### src/rtl/cla_multiword_sequencer.sv
// -----------------------------------------------------------------------------
// cla_multiword_sequencer
//
// Adds or subtracts two WIDTH-bit operands by running one 4-bit carry-lookahead
// slice repeatedly, least significant nibble first. A register holds the carry
// between nibbles. There is no wide adder. Both sides use valid/ready
// handshakes.
//
// Ports
//   clk        rising-edge clock
//   rstn       asynchronous active-low reset
//   in_valid   producer presents an operation
//   in_ready   sequencer can accept (IDLE and out of reset)
//   op_a       operand A                                  [WIDTH-1:0]
//   op_b       operand B                                  [WIDTH-1:0]
//   cin        carry-in for add (ignored when sub=1)
//   sub        1 = A-B, 0 = A+B+cin
//   out_valid  result is valid (DONE)
//   out_ready  consumer accepts the result
//   result     {carry_out, sum}                           [WIDTH:0]
//   overflow   two's-complement overflow of the WIDTH-bit sum
//   busy       high in RUN or DONE
// -----------------------------------------------------------------------------

// 4-bit carry-lookahead adder slice: every carry is computed directly from the
// generate/propagate terms, so no carry ripples inside the slice.
module carry_lookahead_adder (
  input  logic [3:0] a,
  input  logic [3:0] b,
  input  logic       cin,
  output logic [3:0] sum,
  output logic       cout
);

  logic [3:0] g;
  logic [3:0] p;
  logic [4:0] c;

  assign g = a & b;
  assign p = a ^ b;

  assign c[0] = cin;
  assign c[1] = g[0] | (p[0] & cin);
  assign c[2] = g[1] | (p[1] & g[0]) | (p[1] & p[0] & cin);
  assign c[3] = g[2] | (p[2] & g[1]) | (p[2] & p[1] & g[0])
              | (p[2] & p[1] & p[0] & cin);
  assign c[4] = g[3] | (p[3] & g[2]) | (p[3] & p[2] & g[1])
              | (p[3] & p[2] & p[1] & g[0])
              | (p[3] & p[2] & p[1] & p[0] & cin);

  assign sum  = p ^ c[3:0];
  assign cout = c[4];

endmodule

module cla_multiword_sequencer #(
  parameter int WIDTH = 16
) (
  input  logic             clk,
  input  logic             rstn,
  input  logic             in_valid,
  output logic             in_ready,
  input  logic [WIDTH-1:0] op_a,
  input  logic [WIDTH-1:0] op_b,
  input  logic             cin,
  input  logic             sub,
  output logic             out_valid,
  input  logic             out_ready,
  output logic [WIDTH:0]   result,
  output logic             overflow,
  output logic             busy
);

  localparam int NCHUNK = WIDTH / 4;
  localparam int CNT_W  = (NCHUNK > 1) ? $clog2(NCHUNK) : 1;
  localparam logic [CNT_W-1:0] LAST_CNT = CNT_W'(NCHUNK - 1);

  typedef enum logic [1:0] {
    IDLE = 2'd0,
    RUN  = 2'd1,
    DONE = 2'd2
  } state_e;

  state_e             state_q,    state_d;
  logic [WIDTH-1:0]   a_q,        a_d;
  logic [WIDTH-1:0]   b_q,        b_d;       // already inverted for subtract
  logic               carry_q,    carry_d;
  logic               sub_q,      sub_d;
  logic [CNT_W-1:0]   cnt_q,      cnt_d;
  logic [WIDTH-1:0]   sum_q,      sum_d;
  logic [WIDTH:0]     result_q,   result_d;
  logic               overflow_q, overflow_d;

  // Slice operands: the nibble selected by the chunk counter.
  logic [3:0] slice_a;
  logic [3:0] slice_b;
  logic [3:0] slice_sum;
  logic       slice_cout;

  assign slice_a = a_q[{cnt_q, 2'b00} +: 4];
  assign slice_b = b_q[{cnt_q, 2'b00} +: 4];

  carry_lookahead_adder u_slice (
    .a    (slice_a),
    .b    (slice_b),
    .cin  (carry_q),
    .sum  (slice_sum),
    .cout (slice_cout)
  );

  // Signed overflow, judged on the MSB nibble pass. b_q holds ~op_b for a
  // subtract, so the sign of the original B is recovered with sub_q. A subtract
  // overflows only when the original operands differ in sign. An add overflows
  // only when they share a sign. In both cases the sum's sign must also differ
  // from A's sign.
  logic a_msb;
  logic b_op_msb;
  logic sign_risk;
  logic msb_overflow;

  assign a_msb        = a_q[WIDTH-1];
  assign b_op_msb     = b_q[WIDTH-1] ^ sub_q;
  assign sign_risk    = sub_q ? (a_msb != b_op_msb) : (a_msb == b_op_msb);
  assign msb_overflow = sign_risk && (slice_sum[3] != a_msb);

  // Next-state and datapath logic.
  always_comb begin
    // NOTE: every variable gets a default before the case, so paths that do not
    // assign it hold the register value and no latch is inferred. Blocking
    // assignments are correct here because this is combinational logic.
    state_d    = state_q;
    a_d        = a_q;
    b_d        = b_q;
    carry_d    = carry_q;
    sub_d      = sub_q;
    cnt_d      = cnt_q;
    sum_d      = sum_q;
    result_d   = result_q;
    overflow_d = overflow_q;

    case (state_q)
      IDLE: begin
        if (in_valid) begin
          a_d     = op_a;
          b_d     = sub ? ~op_b : op_b;
          carry_d = sub ? 1'b1 : cin;
          sub_d   = sub;
          cnt_d   = '0;
          state_d = RUN;
        end
      end

      RUN: begin
        sum_d[{cnt_q, 2'b00} +: 4] = slice_sum;
        carry_d                    = slice_cout;
        if (cnt_q == LAST_CNT) begin
          // The visible result changes only here. During RUN the consumer
          // still sees the previous result.
          result_d   = {slice_cout, sum_d};
          overflow_d = msb_overflow;
          state_d    = DONE;
        end else begin
          cnt_d = cnt_q + 1'b1;
        end
      end

      DONE: begin
        if (out_ready) begin
          state_d = IDLE;
        end
      end

      default: begin
        state_d = IDLE;
      end
    endcase
  end

  // State registers.
  always_ff @(posedge clk or negedge rstn) begin
    // NOTE: sequential state uses non-blocking assignments so that all flops
    // update together from pre-edge values. Every register is reset, including
    // the datapath, so an abort leaves no stale operand or carry behind.
    if (!rstn) begin
      state_q    <= IDLE;
      a_q        <= '0;
      b_q        <= '0;
      carry_q    <= 1'b0;
      sub_q      <= 1'b0;
      cnt_q      <= '0;
      sum_q      <= '0;
      result_q   <= '0;
      overflow_q <= 1'b0;
    end else begin
      state_q    <= state_d;
      a_q        <= a_d;
      b_q        <= b_d;
      carry_q    <= carry_d;
      sub_q      <= sub_d;
      cnt_q      <= cnt_d;
      sum_q      <= sum_d;
      result_q   <= result_d;
      overflow_q <= overflow_d;
    end
  end

  // in_ready is gated by rstn so the producer sees "not ready" during reset,
  // even though the state register already reads IDLE.
  assign in_ready  = (state_q == IDLE) && rstn;
  assign out_valid = (state_q == DONE);
  assign busy      = (state_q == RUN) || (state_q == DONE);
  assign result    = result_q;
  assign overflow  = overflow_q;

endmodule
### config.mk
export PLATFORM = sky130hd
export DESIGN_NAME = cla_multiword_sequencer
export DESIGN_NICKNAME = d
export VERILOG_FILES = /design/src/rtl/cla_multiword_sequencer.sv
export SDC_FILE = /design/constraint.sdc
export NUM_CORES = 1
export LEC_CHECK = 0
export BUFFER_PORTS_ARGS = -buffer_cell sky130_fd_sc_hd__buf_4
export CAP_MARGIN = 40
export CORE_MARGIN = 2
export CORE_UTILIZATION = 40
export CTS_CLUSTER_DIAMETER = 120
export DETAILED_ROUTE_END_ITERATION = 10
export PLACE_DENSITY = 0.69
export SLEW_MARGIN = 0
export SYNTH_ARGS = -nofsm -noshare
export SYNTH_HDL_FRONTEND = slang
export SYNTH_SLANG_ARGS = --single-unit
### constraint.sdc
create_clock -name clk -period 2.57 [get_ports clk]
set_clock_uncertainty 0.15 [all_clocks]
set_input_delay 0.514 -clock clk [delete_from_list [all_inputs] [get_ports clk]]
set_output_delay 0.514 -clock clk [all_outputs]
set_load 0.01 [all_outputs]
Word level (Yosys, flattened, before mapping)
Cells that the tools add are included.

word-level totals
  output and inout bits = 21
  memory bits (writable) = 0
  memories kept = 0
  bits in latches = 0
  logic and storage cells = 79
  flip-flop bits (word level) = 72
  input port bits = 38
  bits in read-only memories = 0

operators by class
  bitwise gates (word level) = 31
  muxes and demuxes = 13
  $lt $le $gt $ge = 0
  div/mod/pow operators = 0
  reduce and logical (&&, ||, !) cells = 10
  shift-type cells = 4
  $add $sub $neg = 2
  multipliers = 0
  eq/ne operators = 10

operator list
  cell                                                  count
  variable part select 16 x 5 -> 4 bit                  2
  AND 1 bit                                             16
  bitwise mux 16 bit                                    1
  2-to-1 mux 16 bit                                     1
  NOT 16 bit                                            1
  variable shift 4 x 6 -> 16 bit, first input constant  1
  variable part select 4 x 6 -> 16 bit                  1
  2-to-1 mux 2 bit                                      5
  bitwise OR 1 bit                                      10
  bitwise XOR 4 bit                                     2
  inequality test 2 bit, second input constant          3
  negation 4 -> 6 bit                                   1
  one-hot mux 2 bit (3 select lines)                    1
  AND reduction 2 bit                                   3
  AND reduction 3 bit                                   2
  AND 4 bit                                             1
  == test 2 bit, second input constant                  2
  one-hot mux 2 bit (2 select lines)                    1
  2-to-1 mux 1 bit                                      3
  adder 2 x 1 -> 2 bit, second input constant           1
  == test 2 x 1 -> 1 bit, second input constant         1
  logical AND 1 bit                                     2
  zero test 2 bit                                       1
  inequality test 1 bit                                 2
  other kinds (6)                                       6

Logic depth before layout (Yosys ltp)
  word-level depth = 9
  mapped depth = 9
  gate-level depth less buffers = 6

Modules after synthesis
A second synthesis with hierarchy kept.

unflattened totals
  cells, all modules = 322
  area, all modules = 3692.3 um2

modules (own cells, without submodules)
  module                   cells an instance  sequential area each (um2)  instances  area an instance (um2)
  cla_multiword_sequencer  305                1776.7                      1          3544.6
  carry_lookahead_adder    17                 0.0                         1          147.6

Least setup slack after synthesis
OpenSTA, ideal clock, no wires.

  kind = register to register
  start = register cnt_q[0]
  end = register overflow_q, in the netlist overflow
  slack = 8 ps
  setup time = 124 ps
  period minus slack after synthesis = 2562 ps
  arrival = 2288 ps
  data required time = 2296 ps
  stages on the path, launching flop included = 8
  buffers on the path = 1
  cells stage by stage = dfrtp_1 > buf_4 > mux4_2 > ha_1 > a41oi_1 > o21ai_2 > a21boi_0 > a211o_1

between the ends
  cells in the longest elaborated chain, start to end = 9
  elaborated cells on any way between the ends = 17
  classes of those cells = 2 x eq/ne; 2 x shift; 11 x bitwise; 2 x reduce/logical

RTL lines
  what                                                     line      RTL
  start, declared                                          89        logic [CNT_W-1:0] cnt_q, cnt_d;
  start signal, assigned                                   200       cnt_q <= cnt_d;
  variable part select 16 x 5 -> 4 bit (on tied branches)  100, 101
  bitwise XOR 4 bit or AND 4 bit (tied branches)           40, 39
  AND 1 bit (on tied branches)                             45, 46
  bitwise OR 1 bit (tied with other cells)                 45        assign c[3] = g[2] | (p[2] & g[1]) | (p[2] & p[1] & g[0])
  bitwise OR 1 bit or AND 1 bit (tied branches)            45, 46
  bitwise OR 1 bit                                         46        | (p[2] & p[1] & p[0] & cin);
  bitwise XOR 4 bit                                        51        assign sum = p ^ c[3:0];
  inequality test 1 bit                                    124       assign msb_overflow = sign_risk && (slice_sum[3] != a_msb);
  logical AND 1 bit                                        124
  end signal, assigned                                     203       overflow_q <= overflow_d;
  end, declared                                            92        logic overflow_q, overflow_d;

Parallel ways exist; a longest one is shown, timed or not.
A chain may end at the register's enable or synchronous reset.

Final worst setup path
  start = register cnt_q[0]
  end = register sum_q[6]

between the ends
  cells in the longest elaborated chain, start to end = 9
  elaborated cells on any way between the ends = 24
  classes of those cells = 1 x add/sub; 4 x shift; 1 x mux; 18 x bitwise

RTL lines
  what                                                     line      RTL
  variable part select 16 x 5 -> 4 bit (on tied branches)  100, 101
  bitwise XOR 4 bit or AND 4 bit (tied branches)           40, 39
  AND 1 bit (on tied branches)                             45, 46
  bitwise OR 1 bit (tied with other cells)                 45
  bitwise OR 1 bit or AND 1 bit (tied branches)            45, 46
  bitwise OR 1 bit                                         46
  bitwise XOR 4 bit                                        51
  variable part select 4 x 6 -> 16 bit                     154       sum_d[{cnt_q, 2'b00} +: 4] = slice_sum;
  bitwise mux 16 bit *                                     154
  end signal, assigned                                     201       sum_q <= sum_d;
  end, declared                                            90        logic [WIDTH-1:0] sum_q, sum_d;

Mark *: on every way between the ends. The rest lies on a longest branch, timed or not.

==> results_dict.tcl <==
set metrics [dict create \
    status "finished clean" \
    initial_core_util_pct 40.90 \
    yosys_warnings 0 \
    r2r_slack_ns 0.07 \
    dp_hpwl_microns 5583 \
    maxSlewViolCount 0 \
    num_antenna_cells 0 \
    drive_gt1_share_pct 33.08 \
    multi_input_area_sq_um 1690 \
    cts.htree.levels 3 \
    coreArea_sq_um 8678 \
    cp_top_family "multiplexers" \
    overflow 0 \
    cts_buffers 9 \
    routed_wl_microns 7725 \
    port_buffers 58 \
    grt_max_degree 50 \
    async_reset_ff_share_pct 100.0 \
    synth_top_family_by_area "compound AO/OA/AOI/OAI gates" \
    cts.clk_slew.worst_paths_ns 0.08 \
    chipWidth_microns 98.20 \
    grt_pass1_vias 2670 \
    area_growth_syn_to_layout_pct 25.73 \
    worst_setup_path_start_kind "register" \
    insertion_delay_ns 0.35 \
    clkSinkCount 71 \
    path_cells "mux4_2, ha_1, a21o_1, a21oi_1, xnor2_1, buf_4, o21ai_0" \
    clkPwrFrac_pct 15.5 \
    dp_cells 481 \
    num_rows 34 \
    cts_buffer_depth 2 \
    fin_setup_tns_ns 0 \
    utilization_pct 51.43 \
    crit_required_ns 2.65 \
    clock-root-buffer "clkbuf_8" \
    path_max_fanout 8 \
    ant_nets 0 \
    drt-pass1-iter-count 4 \
    peakVddDrop_v 0.001089 \
    synth_xor_area_share_pct 4.900 \
    cts_tree "built" \
    synth.area.mux_share_pct 10.75 \
    synth.most_common_cell "dfrtp_1" \
    avgSynthCellArea_sq_um 11.20 \
    worstPathArrival_ns 2.58 \
    yosys-top-cells-count "71 x dfrtp_1, 43 x nand2_1, 27 x o21ai_0" \
    period_needed_ns 2.496 \
    slowest_delay_ns 0.58 \
    nets 438 \
    period_share_pct 97.11 \
    ys_types 44 \
    switching_power_mw 2.617 \
    reg2reg_from "cnt_q[0]$_DFFE_PN0P_" \
    drtIter0Drc 141 \
    syn-cell-area_sq_um 3550 \
    num_vias 2618 \
    p_per_area_nw_per_um2 1420 \
    end_kind "register" \
    worst_slew_pin_slew_ns 0.6551 \
    via_per_inst 5.257 \
    synth_top_area_share_pct 50.05 \
    synth_cells 317 \
    p_leak_nw 2.020 \
    internal_power_mw 3.721 \
    regToRegEndpoint "sum_q[6]$_DFFE_PN0P_" \
    die_h_microns 98.20 \
    synth_nets 370 \
    fmax_mhz 400.7 \
    yosysTopAreaCell "dfrtp_1" \
    synth_edf_count 0 \
    r2r_cells 7 \
    synth-compound-area-share_pct 13.96 \
    die_area_sq_um 9643 \
    synth_ff_type "dfrtp_1" \
    fillers 801 \
    synthAdderAreaFrac_pct 5.499 \
    routedWlPerCell_microns 15.51 \
    crit_type "reg2reg" \
    ys_ff_latch 71 \
    yosys.area_share.simple_pct 10.86 \
    p_comb_share_pct 54.2 \
    crit_buf_inv 1 \
    maxCapViolCount 0 \
    drc 0 \
    p_seq_share_pct 30.3 \
    p_sw_share_pct 41.29 \
    ios 59 \
    gp_congestion 0.7748 \
    yosys-top-cells-area "dfrtp_1 50%, mux2_2 5.4%, mux4_2 5.1%" \
    setup_violations 0 \
    antenna_found_initial 0 \
    ys_seq_area_share_pct 50.05 \
    slew_headroom_pct 56.22 \
    grt_pass1_wl_microns 13000 \
    hold_violations 0 \
    stdcell_count 498 \
    hold_class "in2async" \
    gr-usage-all-layers_pct 17.10 \
    seq_area_sq_um 1778 \
    cp_slowest_cell "mux4_2" \
]
what timing repair did:
item | in CTS | in global routing
pin swaps | 0 | 1
setup endpoints to repair | 14 | 11
setup buffers | 0 | 1
hold buffers | 0 | 0
resized for setup | 2 | 8
gates cloned | 0 | 0
worst max path at each step:
| stage | slack (ns) | endpoint | cells past startpoint | from |
|---|---|---|---|---|
| 6_report | 0.07 | sum_q[6]$_DFFE_PN0P_ | 7 | cnt_q[0]$_DFFE_PN0P_ |
| 5_1_grt | -0.05 | sum_q[2]$_DFFE_PN0P_ | 7 | cnt_q[0]$_DFFE_PN0P_ |
| 4_1_cts | 0.01 | result[3]$_DFFE_PN0P_ | 8 | cnt_q[0]$_DFFE_PN0P_ |
| 3_5_place_dp | -0.09 | result[9]$_DFFE_PN0P_ | 6 | cnt_q[0]$_DFFE_PN0P_ |
| 3_3_place_gp | -0.002 | result[1]$_DFFE_PN0P_ | 6 | cnt_q[0]$_DFFE_PN0P_ |
| 2_1_floorplan | 0.008 | overflow$_DFFE_PN0P_ | 7 | cnt_q[0]$_DFFE_PN0P_ |
per-stage QoR:
stage                     instance area (sq um)  setup WS, ns  hold slack [ns]  power [mW]
after detailed placement                   4174      -0.09447           0.3151       5.092
after global routing                       4463      -0.04709          0.09866       6.793
final                                      4463       0.07433          0.06886       6.338
after global placement                     4154     -0.001791           0.3075       4.982
after floorplan                            3550      0.008126          0.06841       3.838
after CTS                                  4404       0.01015          0.08040       6.124
cell type report:
class / count / share of cell area (%)
clock buffers: 9 / 2.775
clock inverters: 7 / 2.187
inverters: 12 / 1.009
multi-input cells: 217 / 37.87
flip-flops and latches: 71 / 39.84
well taps: 108 / 3.028
repair buffers: 74 / 13.29
cell families after synthesis:
group,Yosys count
AOI/OAI and AO/OA,77
xor gates and xnor gates,19
adders and majority gates,15
buffers and inverters,29
DFF,71
muxes,26
and+or+nand+nor,80
metal layers:
metal	GRT usage, %	vias to the layer above	part of all wire, %
li1	-	1260	-
met1	22.85	1273	43
met3	4.939	5	5.9
met5	0	-	0
met4	4.847	0	0.88
met2	27.45	80	50
state kept, by name, summed over array words and instances, names as in the netlist:
signal,cells
a_q,16
b_q,16
overflow,1
state_q,2
result,17
carry_q,1
sum_q,16
cnt_q,2
power groups by stage:
stage | Sequential (mW) | Clock (mW) | Combinational, mW
after floorplan | 1.88 | 0 | 1.96
after global placement | 1.92 | 0 | 3.06
after detailed placement | 1.94 | 0 | 3.15
after CTS | 1.92 | 1.01 | 3.19
after global routing | 1.98 | 1.06 | 3.76
final | 1.92 | 0.983 | 3.43
worst reg2reg max path, delay by kind of cell (launching register included):
| family | cells | cell delay, ns |
|---|---|---|
| adders and majority gates | 1 | 0.37 |
| buffers and inverters | 1 | 0.21 |
| xor gates and xnor gates | 1 | 0.16 |
| muxes | 1 | 0.58 |
| DFF | 1 | 0.44 |
| AOI/OAI and AO/OA | 3 | 0.47 |
cell usage in the layout, fill, tap and decap left out, types with 2 or more instances in the layout:
cell type,n
a221oi_1,8
ha_1,12
inv_1,11
nand2b_1,2
and3_1,4
o21bai_1,2
and2_1,2
clkbuf_8,9
mux4_2,8
buf_12,3
a21oi_1,13
nand3_1,3
a32o_1,8
a21boi_0,2
o21ai_0,27
nand2_1,43
dfrtp_1,70
o21ai_1,5
mux2_2,17
a21o_1,2
xnor2_1,17
nor3_2,2
buf_4,71
clkinvlp_4,2
clkinv_4,2
bufinv_16,2
nor2_1,19
Note: power is estimated with default switching activity, not from simulation.
